<file path="config.mk">
export PLATFORM = sky130hd
export DESIGN_NAME = hb_decim_feed_ctrl
export DESIGN_NICKNAME = d
export VERILOG_FILES = /design/src/rtl/hb_decim_feed_ctrl.sv
export SDC_FILE = /design/constraint.sdc
export NUM_CORES = 1
export LEC_CHECK = 0
export CAP_MARGIN = 5
export CORE_UTILIZATION = 49
export CTS_CLUSTER_DIAMETER = 200
export DETAILED_ROUTE_END_ITERATION = 6
export PLACE_DENSITY = 0.8
export SLEW_MARGIN = 30
export SYNTH_ARGS = -nofsm -noshare
export SYNTH_HDL_FRONTEND = slang
export SYNTH_SLANG_ARGS = --single-unit
</file>
<file path="constraint.sdc">
create_clock -name i_clock -period 3.3 [get_ports i_clock]
set_input_delay 0.66 -clock i_clock [delete_from_list [all_inputs] [get_ports i_clock]]
set_output_delay 0.66 -clock i_clock [all_outputs]
set_load 0.01 [all_outputs]
</file>
<file path="src/rtl/hb_decim_feed_ctrl.sv">
// hb_decim_feed_ctrl
// Front-end sequencer for an x2 halfband decimator stage. Splits a serial
// complex sample stream into polyphase pairs (older sample -> delay path,
// newer sample -> direct path), pads odd bursts, and drains the filter tap
// lines with a run of zero pairs after each burst.
//
// Handshake: i_valid is a one-cycle sample strobe with no backpressure; a
// sample is taken on every rising edge where i_valid=1 and the block is
// accepting. o_valid is a one-cycle pair strobe, registered, appearing one
// cycle after the input that completes the pair; data outputs hold between
// strobes. The FSM state is exported on o_dbg_state (0=IDLE, 1=RUN, 2=FLUSH).

module hb_decim_feed_ctrl #(
    parameter int WIDTH       = 16,
    parameter int FLUSH_PAIRS = 8,
    parameter int CNT_WIDTH   = 16
) (
    input  logic                 i_clock,
    input  logic                 i_reset,
    input  logic                 i_enable,
    input  logic                 i_phase_sel,
    input  logic [WIDTH-1:0]     i_inph_data,
    input  logic [WIDTH-1:0]     i_quad_data,
    input  logic                 i_valid,
    input  logic                 i_last,
    output logic [WIDTH-1:0]     o_inph_data,
    output logic [WIDTH-1:0]     o_quad_data,
    output logic [WIDTH-1:0]     o_inph_delay_data,
    output logic [WIDTH-1:0]     o_quad_delay_data,
    output logic                 o_valid,
    output logic                 o_busy,
    output logic                 o_flush_done,
    output logic                 o_overrun,
    output logic [CNT_WIDTH-1:0] o_pair_count,
    output logic [1:0]           o_dbg_state
);

    typedef enum logic [1:0] {
        S_IDLE  = 2'd0,
        S_RUN   = 2'd1,
        S_FLUSH = 2'd2
    } state_t;

    localparam logic [7:0]           FLUSH_LAST = 8'(FLUSH_PAIRS - 1);
    localparam logic [CNT_WIDTH-1:0] CNT_MAX    = '1;

    state_t               state_q, state_d;
    logic                 hold_full_q, hold_full_d;
    logic [WIDTH-1:0]     hold_i_q, hold_i_d;
    logic [WIDTH-1:0]     hold_q_q, hold_q_d;
    logic [7:0]           flush_cnt_q, flush_cnt_d;
    logic [WIDTH-1:0]     out_i_q, out_i_d;
    logic [WIDTH-1:0]     out_q_q, out_q_d;
    logic [WIDTH-1:0]     out_di_q, out_di_d;
    logic [WIDTH-1:0]     out_dq_q, out_dq_d;
    logic                 valid_q, valid_d;
    logic                 done_q, done_d;
    logic                 overrun_q, overrun_d;
    logic [CNT_WIDTH-1:0] pair_count_q, pair_count_d;

    // Pair-building scratch signals used inside the next-state logic.
    logic                 emit;
    logic                 count_pair;
    logic                 clear_count;
    logic [WIDTH-1:0]     emit_di, emit_dq, emit_i, emit_q;
    logic [CNT_WIDTH-1:0] cnt_base;

    // Next-state logic: FSM transitions, pairing, padding and flush sequencing.
    always_comb begin
        state_d      = state_q;
        hold_full_d  = hold_full_q;
        hold_i_d     = hold_i_q;
        hold_q_d     = hold_q_q;
        flush_cnt_d  = flush_cnt_q;
        overrun_d    = overrun_q;
        done_d       = 1'b0;
        emit         = 1'b0;
        count_pair   = 1'b0;
        clear_count  = 1'b0;
        emit_di      = '0;
        emit_dq      = '0;
        emit_i       = '0;
        emit_q       = '0;

        case (state_q)
            S_IDLE: begin
                if (i_enable && i_valid) begin
                    clear_count = 1'b1;
                    overrun_d   = 1'b0;
                    flush_cnt_d = '0;
                    if (i_phase_sel) begin
                        // First sample discarded to shift the pairing by one.
                        hold_full_d = 1'b0;
                        state_d     = i_last ? S_FLUSH : S_RUN;
                    end else if (i_last) begin
                        // Single-sample burst: pad it out immediately.
                        emit        = 1'b1;
                        count_pair  = 1'b1;
                        emit_di     = i_inph_data;
                        emit_dq     = i_quad_data;
                        hold_full_d = 1'b0;
                        state_d     = S_FLUSH;
                    end else begin
                        hold_i_d    = i_inph_data;
                        hold_q_d    = i_quad_data;
                        hold_full_d = 1'b1;
                        state_d     = S_RUN;
                    end
                end
            end

            S_RUN: begin
                if (!i_enable) begin
                    // Abort: the held sample is dropped, count stays put.
                    hold_full_d = 1'b0;
                    state_d     = S_IDLE;
                end else if (i_valid) begin
                    if (hold_full_q) begin
                        emit        = 1'b1;
                        count_pair  = 1'b1;
                        emit_di     = hold_i_q;
                        emit_dq     = hold_q_q;
                        emit_i      = i_inph_data;
                        emit_q      = i_quad_data;
                        hold_full_d = 1'b0;
                    end else if (i_last) begin
                        // Odd burst end: current sample becomes the older
                        // half of a pad pair with zero on the direct path.
                        emit        = 1'b1;
                        count_pair  = 1'b1;
                        emit_di     = i_inph_data;
                        emit_dq     = i_quad_data;
                    end else begin
                        hold_i_d    = i_inph_data;
                        hold_q_d    = i_quad_data;
                        hold_full_d = 1'b1;
                    end
                    if (i_last) begin
                        hold_full_d = 1'b0;
                        flush_cnt_d = '0;
                        state_d     = S_FLUSH;
                    end
                end
            end

            S_FLUSH: begin
                if (!i_enable) begin
                    flush_cnt_d = '0;
                    state_d     = S_IDLE;
                end else begin
                    if (i_valid) begin
                        overrun_d = 1'b1;
                    end
                    // Zero pair every cycle; emit_* defaults are already zero.
                    emit = 1'b1;
                    if (flush_cnt_q == FLUSH_LAST) begin
                        done_d      = 1'b1;
                        flush_cnt_d = '0;
                        state_d     = S_IDLE;
                    end else begin
                        flush_cnt_d = flush_cnt_q + 8'd1;
                    end
                end
            end

            default: begin
                hold_full_d = 1'b0;
                flush_cnt_d = '0;
                state_d     = S_IDLE;
            end
        endcase

        // Pair counter: cleared at burst start, saturating increment.
        cnt_base = clear_count ? '0 : pair_count_q;
        if (count_pair && (cnt_base != CNT_MAX)) begin
            pair_count_d = cnt_base + CNT_WIDTH'(1);
        end else begin
            pair_count_d = cnt_base;
        end

        // Output registers only update when a pair is issued.
        valid_d  = emit;
        out_di_d = emit ? emit_di : out_di_q;
        out_dq_d = emit ? emit_dq : out_dq_q;
        out_i_d  = emit ? emit_i  : out_i_q;
        out_q_d  = emit ? emit_q  : out_q_q;
    end

    // State and output registers with synchronous reset.
    always_ff @(posedge i_clock) begin
        if (i_reset) begin
            state_q      <= S_IDLE;
            hold_full_q  <= 1'b0;
            hold_i_q     <= '0;
            hold_q_q     <= '0;
            flush_cnt_q  <= '0;
            out_i_q      <= '0;
            out_q_q      <= '0;
            out_di_q     <= '0;
            out_dq_q     <= '0;
            valid_q      <= 1'b0;
            done_q       <= 1'b0;
            overrun_q    <= 1'b0;
            pair_count_q <= '0;
        end else begin
            state_q      <= state_d;
            hold_full_q  <= hold_full_d;
            hold_i_q     <= hold_i_d;
            hold_q_q     <= hold_q_d;
            flush_cnt_q  <= flush_cnt_d;
            out_i_q      <= out_i_d;
            out_q_q      <= out_q_d;
            out_di_q     <= out_di_d;
            out_dq_q     <= out_dq_d;
            valid_q      <= valid_d;
            done_q       <= done_d;
            overrun_q    <= overrun_d;
            pair_count_q <= pair_count_d;
        end
    end

    assign o_inph_data       = out_i_q;
    assign o_quad_data       = out_q_q;
    assign o_inph_delay_data = out_di_q;
    assign o_quad_delay_data = out_dq_q;
    assign o_valid           = valid_q;
    assign o_flush_done      = done_q;
    assign o_overrun         = overrun_q;
    assign o_pair_count      = pair_count_q;
    assign o_busy            = (state_q != S_IDLE);
    assign o_dbg_state       = state_q;

endmodule
</file>
# Word level (Yosys, flattened, before mapping)
# Cells that the tools add are included.
[totals]
register_bits = 126
inputBits = 38
word_cells = 121
[classes]
add_sub_neg = 2
n_eq_ne = 15
muxes = 77
bitwise_logic = 2
n_reduce_logical = 12
[ops]
columns = ["cell", "count"]
rows = [
  ["2-to-1 mux 16 bit", 34],
  ["case mux 16 bit (2 select lines)", 4],
  ["2-to-1 mux 8 bit", 6],
  ["case mux 8 bit (3 select lines)", 1],
  ["2-to-1 mux 1 bit", 20],
  ["adder 16 x 1 -> 16 bit (second input constant)", 1],
  ["!= test 16 bit (second input constant)", 1],
  ["!= test 2 bit (second input constant)", 8],
  ["2-to-1 mux 2 bit", 7],
  ["AND reduction 4 bit", 3],
  ["!= test 3 bit (second input constant)", 3],
  ["adder 8 x 1 -> 8 bit (second input constant)", 1],
  ["equality test 8 x 3 -> 1 bit (second input constant)", 1],
  ["case mux 1 bit (3 select lines)", 2],
  ["case mux 2 bit (3 select lines)", 1],
  ["AND reduction 6 bit", 1],
  ["nonzero test 2 bit", 3],
  ["case mux 1 bit (2 select lines)", 2],
  ["AND reduction 3 bit", 1],
  ["OR reduction 3 bit", 1],
  ["equality test 2 x 1 -> 1 bit (second input constant)", 1],
  ["equality test 2 bit (second input constant)", 1],
  ["logical AND 1 bit", 2],
  ["zero test 2 bit", 1],
  ["inverter 1 bit", 2],
]

# Depth between registers and ports, before layout
# Gate-level depths: netlist (run 1).
[logic_depth]
ltp_word = 7
ltp_mapped = 10
ltp_nobuf = 8

# Worst setup path after synthesis (run 1)
# No wires, ideal clock.
[synth_path]
kind = "input to register"
start = "input port i_enable"
end = "register pair_count_q[13] (netlist: o_pair_count[13])"
setup_time_ns = 0.116
t_arrival_ns = 2.521
t_required_ns = 3.184
slack_ns = 0.663
stages = 10
path_cell_list = "buf_2 -> nand4bb_1 -> buf_2 -> and2_1 -> ha_1 -> nand4_1 -> nor4_1 -> a2111oi_2 -> a21oi_1 -> a31o_2"
[synth_via]
elab_chain_len = 7
word_cells_on_any_way = 11
cone_classes = "add/sub (1); eq/ne (1); mux (7); reduce/logical (2)"
[synth_lines]
columns = ["item", "line_no", "source"]
rows = [
  ["start: declaration", "20", "input logic i_enable,"],
  ["parallel branches: the longest is 6 deep, another holds adder 16 x 1 -> 16 bit", "n/a", ""],
  ["2-to-1 mux 16 bit *", "175", "if (count_pair && (cnt_base != CNT_MAX)) begin"],
  ["end signal: assignment", "218", "pair_count_q <= pair_count_d;"],
  ["end: declaration", "59", "logic [CNT_WIDTH-1:0] pair_count_q, pair_count_d;"],
]
# Mark *: on every way between the ends.
# A chain may end at the register's enable or synchronous reset.

# Worst setup path after layout (run 1)
[layout_path]
start = "register state_q[0] (netlist: o_dbg_state[0])"
end = "register pair_count_q[14] (netlist: o_pair_count[14])"
[layout_via]
elab_chain_len = 6
word_cells_on_any_way = 9
cone_classes = "add/sub (1); eq/ne (2); mux (4); reduce/logical (2)"
[layout_lines]
columns = ["item", "line_no", "source"]
rows = [
  ["start: declaration", "47", "state_t state_q, state_d;"],
  ["start signal: assignment", "206", "state_q <= state_d;"],
  ["parallel branches: the longest is 5 deep, another holds adder 16 x 1 -> 16 bit", "n/a", ""],
  ["2-to-1 mux 16 bit *", "175", ""],
]
# Marks and branches as above.

==> results of run 1 <==
## final timing paths
path                 endpoint      startpoint  slack [ns]  cells after the start
max          o_pair_count[14]  o_dbg_state[0]        0.65                      8
min               hold_q_q[6]     hold_q_q[6]        0.46                      2
min reg2reg       hold_q_q[6]     hold_q_q[6]        0.46                      2
max reg2reg  o_pair_count[14]  o_dbg_state[0]        0.65                      8
## state kept, by name (all words and copies together), names as in the netlist
| signal | count |
|---|---|
| o_inph_delay_data | 16 |
| o_valid | 1 |
| o_inph_data | 16 |
| o_pair_count | 16 |
| hold_q_q | 16 |
| o_quad_data | 16 |
| o_overrun | 1 |
| o_flush_done | 1 |
| hold_full_q | 1 |
| o_quad_delay_data | 16 |
| flush_cnt_q | 8 |
| hold_i_q | 16 |
| o_dbg_state | 2 |
## metal layers
metal  track usage [%]  vias up
li1                  -     2128
met1              31.5     2199
met2              42.7      173
met3              6.49       16
met4              10.5        0
met5                 0        -
## through the flow
| stage | power (mW) | std cells |
|---|---|---|
| 6_report | 3.54 | 784 |
| 5_1_grt | 3.66 | 784 |
| 4_1_cts | 3.56 | 783 |
| 3_5_place_dp | 1.81 | 751 |
| 3_3_place_gp | 1.80 | 751 |
| 2_1_floorplan | 1.70 | 522 |
## Yosys cell counts (3+ instances only)
cell,number
buf_6,4
o21ai_0,3
and2_1,3
a2111oi_0,3
nand2_1,83
a222oi_1,25
dfxtp_1,126
a22oi_1,8
o2bb2ai_1,7
nand2b_1,5
nor3_1,5
mux2i_1,4
nor2_1,59
or2_2,3
a21oi_1,43
clkbuf_1,29
nand4_1,6
nor4_1,3
inv_1,3
buf_2,6
xnor2_1,12
nand3_1,7
a22o_1,32
a21o_1,9
## logic make-up after synthesis
logic type	count (synthesis)	share of synthesized area, %
flip-flops	126	51.8
multiplexers	4	0.822
buffers and inverters	43	4.09
adder cells (fa/ha/maj)	2	0.514
AND/OR/NAND/NOR	194	18.4
XOR/XNOR	14	2.52
AO/OA/AOI/OAI	139	21.9
## worst max-delay path, delay by kind of cell, from the launching register on
kind / cells / cell delay [ns]
and+or+nand+nor: 5 / 1.33
DFF: 1 / 0.57
AOI/OAI and AO/OA: 1 / 0.27
adders and majority gates: 1 / 0.23
muxes: 1 / 0.18
## final cells by class
cell class / count / area [sq um] / area share, %
tap: 133 / 166 / 2.46
inverter: 3 / 11.3 / 0.166
multi-input combinational: 353 / 2160 / 31.8
clock buffer: 18 / 418 / 6.17
timing repair buffer: 137 / 1350 / 19.9
sequential: 126 / 2520 / 37.2
clock inverter: 14 / 149 / 2.20
## power groups by stage
stage | Sequential (mW) | Clock, mW | Combinational (mW)
floorplan | 1.59 | 0 | 0.108
global placement | 1.59 | 0 | 0.213
detailed placement | 1.59 | 0 | 0.219
CTS | 1.56 | 1.78 | 0.221
global route | 1.56 | 1.86 | 0.246
finish | 1.56 | 1.76 | 0.227
## cell usage in the layout (no fill, tap or decap), types with 4 or more instances in the layout
cell type / synthesis / routed
clkdlybuf4s50_1: 0 / 122
nor2_1: 59 / 57
dfxtp_1: 126 / 126
o2bb2ai_1: 7 / 7
a21oi_1: 43 / 43
nand2b_1: 5 / 5
a22o_1: 32 / 32
inv_6: 0 / 5
a222oi_1: 25 / 25
xnor2_1: 12 / 12
nand2_1: 83 / 83
nand4_1: 6 / 6
buf_4: 0 / 13
nand3_1: 7 / 7
nor3_1: 5 / 5
a21o_1: 9 / 9
a22oi_1: 8 / 8
clkbuf_16: 0 / 16
mux2i_1: 4 / 4
==> flow_summary.yaml, run 1 <==
run_status:
  status: "finished, final reports clean"
final_layout:
  post-route-util_pct: 69.9
  fill_cells: 733
  syn2layout_area_growth_pct: 39.1
  drive_gt1_share_pct: 8.91
  n_antenna_cell: 0
  stdcell_area_sq_um: 6770
  final_nets: 678
timing:
  period_minus_slack_ns: 2.65
  rsz0062_at_grt: "false"
  postLayoutSetupSlackWorst_ns: 0.645
  fin_tns_setup_ns: 0
  fin_skew_ns: 0.00969
  relSlewSlack_pct: 52.2
  tightest_slew_ns: 0.713
  finalSetupViolations: 0
  drv_slew: 0
  final_hold_viol_count: 0
  post-route-period-util_pct: 80.4
  whs_ns: 0.457
  fmax_mhz: 377
clock_network:
  cts_root_buf: "clkbuf_8"
  cts_buffers: 17
  htreeDepth: 4
  cts-resized-gates: 0
  clock_latency_ns: 0.51
  cts_sinks: 126
  postCtsSetupBuffers: 0
  cts.reportedPaths.clkPinSlew_ns: 0.06
  cts_hold_buf: 0
  cts_tree: "done"
  cts_buffer_depth: 2
drt:
  detailedRoute.firstPassIterationCount: 7
  wl_per_cell_um: 16.6
  route.met3.wl_um: 796
  drt-met1-wl_um: 5500
  vias: 4516
  ant_nets: 0
  drtIter0Drc: 387
  wl_met2_um: 6500
  routed_via_density: 5.76
  remaining_drc_errors: 0
  maxUsedRoutingLayer: "met4"
  wl_um: 13000
hold_path:
  hp-class: "reg -> reg"
power:
  power_frac_comb_pct: 6.4
  swShare_pct: 24.5
  peakVddDrop_mv: 0.284
  leakage_nw: 2.45
  clkPwrFrac_pct: 49.6
  pwr-share-seq_pct: 43.9
  switchingPower_mw: 0.870
  p_int_mw: 2.67
  powerDensity_nw_per_um2: 523
placed_design:
  place_congestion: 0.889
  place_ws_ns: 0.204
  postPlaceCellArea_sq_um: 6180
  port_buffers: 123
  dpl.hpwl_um: 8440
floorplanning:
  die-area_sq_um: 10300
  ios: 124
  die_y_um: 102
  core_sq_um: 9680
  num_rows: 36
  die_w_um: 102
  initial_utilization_pct: 50.3
synthesis:
  synthDistinctLibCells: 49
  synth_top_cell_by_area: "dfxtp_1"
  synth-edff-count: 0
  synth_top_area_share_pct: 51.8
  synthTopCellsByArea: "dfxtp_1 52%, nand2_1 6.4%, a22o_1 5.8%, a222oi_1 5.1%, nor2_1 4.5%"
  seq_area_frac_synth_pct: 51.8
  syn_area_per_cell_sq_um: 9.33
  synthCells: 522
  synthesis.nets: 562
  ys_seq_elements: 126
  synth_area_sq_um: 4870
  ys_warn_count: 0
  async_flop_share_pct: 0
  synth-main-ff-cell: "dfxtp_1"
worst_setup_path:
  critPathKind: "reg -> reg"
  cp_common_cell: "nand4_1"
  cp-start-kind: "register"
  arrival_ns: 3.10
  max_stage_delay_ns: 0.57
  cp_slowest_cell: "dfxtp_1"
  crit_path_cell_trace: "nand4bb_1, and2_1, ha_1, nand4_1, nor2_1, a21oi_1, nand4_1, mux2i_1"
  end_kind: "register"
  cp.required_ns: 3.74
  path_max_fanout: 15
grt:
  antenna_found_initial: 0
  grt_pass1_vias: 4313
  grt_max_degree: 40
  grt_pass1_wl_um: 20700
  grt-ovfl-total: 0
  grt_usage_pct: 25.6
run:
  max_cap_violations: 0
Power figures use the tool's default switching activity.
==> inputs of run 2 (changes only) <==
clock period = 2.6 ns   (was 3.3 ns; I/O delays follow)
==> run 2 against run 1 <==
  * The flow now finishes with violations (DRC)
  * Cell count grew 3.2%
  * Register-to-register slack lost 0.31 ns
  * Clock skew shrank 0.0031 ns
  * Combinational power grew 36%
  * Core utilization grew 1.6 points
  * Critical path type is now in -> reg
  * Clock power grew 17%
  * First-iteration DRC count shrank 11%
==> flow_summary.yaml, run 2 (same netlist as run 1, synthesis figures left out) <==
floorplanning:
  initial_utilization_pct: 50.3
  die_y_um: 102
  core_sq_um: 9680
  ios: 124
  die-area_sq_um: 10300
  num_rows: 36
  die_w_um: 102
final_layout:
  syn2layout_area_growth_pct: 42.3
  final_common_cell: "dfxtp_1"
  post-route-util_pct: 71.6
  n_antenna_cell: 0
  final_nets: 703
  drive_gt1_share_pct: 12.3
  final_cell_mix: "126 x dfxtp_1, 122 x clkdlybuf4s50_1, 83 x nand2_1, 57 x nor2_1, 43 x a21oi_1"
worst_setup_path:
  path_max_fanout: 4
  cp-start-kind: "input port"
  cp.required_ns: 3.01
  critPathKind: "in -> reg"
  end_kind: "register"
  arrival_ns: 2.75
  reg2reg_depth: 8
  r2r_slack_ns: 0.34
hold_path:
  min_delay_path_depth: 2
  hp-class: "reg -> reg"
timing:
  rsz0062_at_grt: "false"
  period_minus_slack_ns: 2.34
  fin_skew_ns: 0.00655
  fmax_mhz: 427
  post-route-period-util_pct: 90.0
  finalSetupViolations: 0
  final_hold_viol_count: 0
  tightest_slew_ns: 0.678
  drv_slew: 0
  relSlewSlack_pct: 54.8
power:
  pwr-share-seq_pct: 45.5
  swShare_pct: 24.0
  power_frac_comb_pct: 7.1
  switchingPower_mw: 1.04
  powerDensity_nw_per_um2: 626
  p_int_mw: 3.30
  clkPwrFrac_pct: 47.4
  peakVddDrop_mv: 0.457
  finalPower_mw: 4.34
  leakage_nw: 2.56
drt:
  wl_per_cell_um: 16.3
  vias: 4558
  ant_nets: 0
  routed_via_density: 5.63
  wl_um: 13200
  remaining_drc_errors: 5
  detailedRoute.firstPassIterationCount: 7
  drtIter0Drc: 346
clock_network:
  cts_buffers: 17
  cts_sinks: 126
  cts_root_buf: "clkbuf_8"
  htreeDepth: 4
  cts_buffer_depth: 2
  cts_hold_buf: 0
  postCtsSetupBuffers: 0
  clock_latency_ns: 0.52
  cts-resized-gates: 0
  cts.reportedPaths.clkPinSlew_ns: 0.06
  cts_tree: "done"
grt:
  grt_max_degree: 40
  antenna_found_initial: 0
  grt_usage_pct: 26.1
  grt_pass1_wl_um: 20900
  grt_pass1_vias: 4359
  grt-ovfl-total: 0
run:
  max_cap_violations: 0
run_status:
  violations: "DRC"
  status: "finished with violations"
placed_design:
  place_congestion: 0.897
  port_buffers: 123
  dpl.hpwl_um: 8810
-- run 2: changes by cell type in the layout (fill, tap and decap cells not counted), sizes merged --
cell / previous run / this run
clkbuf: 18 / 19
clkinvlp: 2 / 4
clkinv: 3 / 6
inv: 11 / 6
bufinv: 1 / 0
buf: 15 / 40
-- run 2: metal layers --
| layer | routed length (um) | track usage, % | vias to the layer above |
|---|---|---|---|
| met5 | 0 | 0 | - |
| met1 | 5450 | 31.0 | 2180 |
| met4 | 219 | 11.3 | 0 |
| li1 | - | - | 2175 |
| met2 | 6680 | 44.2 | 180 |
| met3 | 876 | 7.11 | 23 |
-- run 2: worst max-delay path, stage by stage --
cell,delay [ns]
clkdlybuf4s50_1,0.43
nand4bb_1,0.17
and2_1,0.19
ha_1,0.18
nand4_1,0.18
nor4_1,0.52
a2111oi_2,0.16
buf_4,0.17
a31o_2,0.22
-- run 2: stage by stage --
step	area, sq um	std cells	worst slack [ns]	TNS [ns]	hold WS (ns)
finish	6930	809	0.260	0	0.455
global route	6930	809	0.105	0	0.469
floorplan	4870	522	0.103	0	0.436
CTS	6900	808	0.294	0	0.455
global placement	6380	776	-0.125	-3.63	0.441
detailed placement	6380	776	-0.211	-9.73	0.447
-- run 2: layout make-up --
| cell class | count | area [sq um] |
|---|---|---|
| clock buffers | 19 | 432 |
| clock inverters | 13 | 90.1 |
| fillers | 733 | 2760 |
| inverters | 3 | 11.3 |
| multi-input cells | 353 | 2160 |
| flip-flops and latches | 126 | 2520 |
| well taps | 133 | 166 |
| repair buffers | 162 | 1550 |
-- run 2: power groups by stage --
stage          Sequential (mW)  Combinational [mW]  Clock, mW
2_1_floorplan             2.02               0.137          0
3_3_place_gp              2.01               0.288          0
3_5_place_dp              2.02               0.296          0
4_1_cts                   1.97               0.299       2.08
5_1_grt                   1.98               0.331       2.18
6_report                  1.97               0.308       2.06
-- run 2: final timing paths --
kind / startpoint / endpoint
max: i_valid / o_pair_count[13]
min: hold_q_q[0] / hold_q_q[0]
max reg2reg: o_dbg_state[1] / o_pair_count[13]
min reg2reg: hold_q_q[0] / hold_q_q[0]
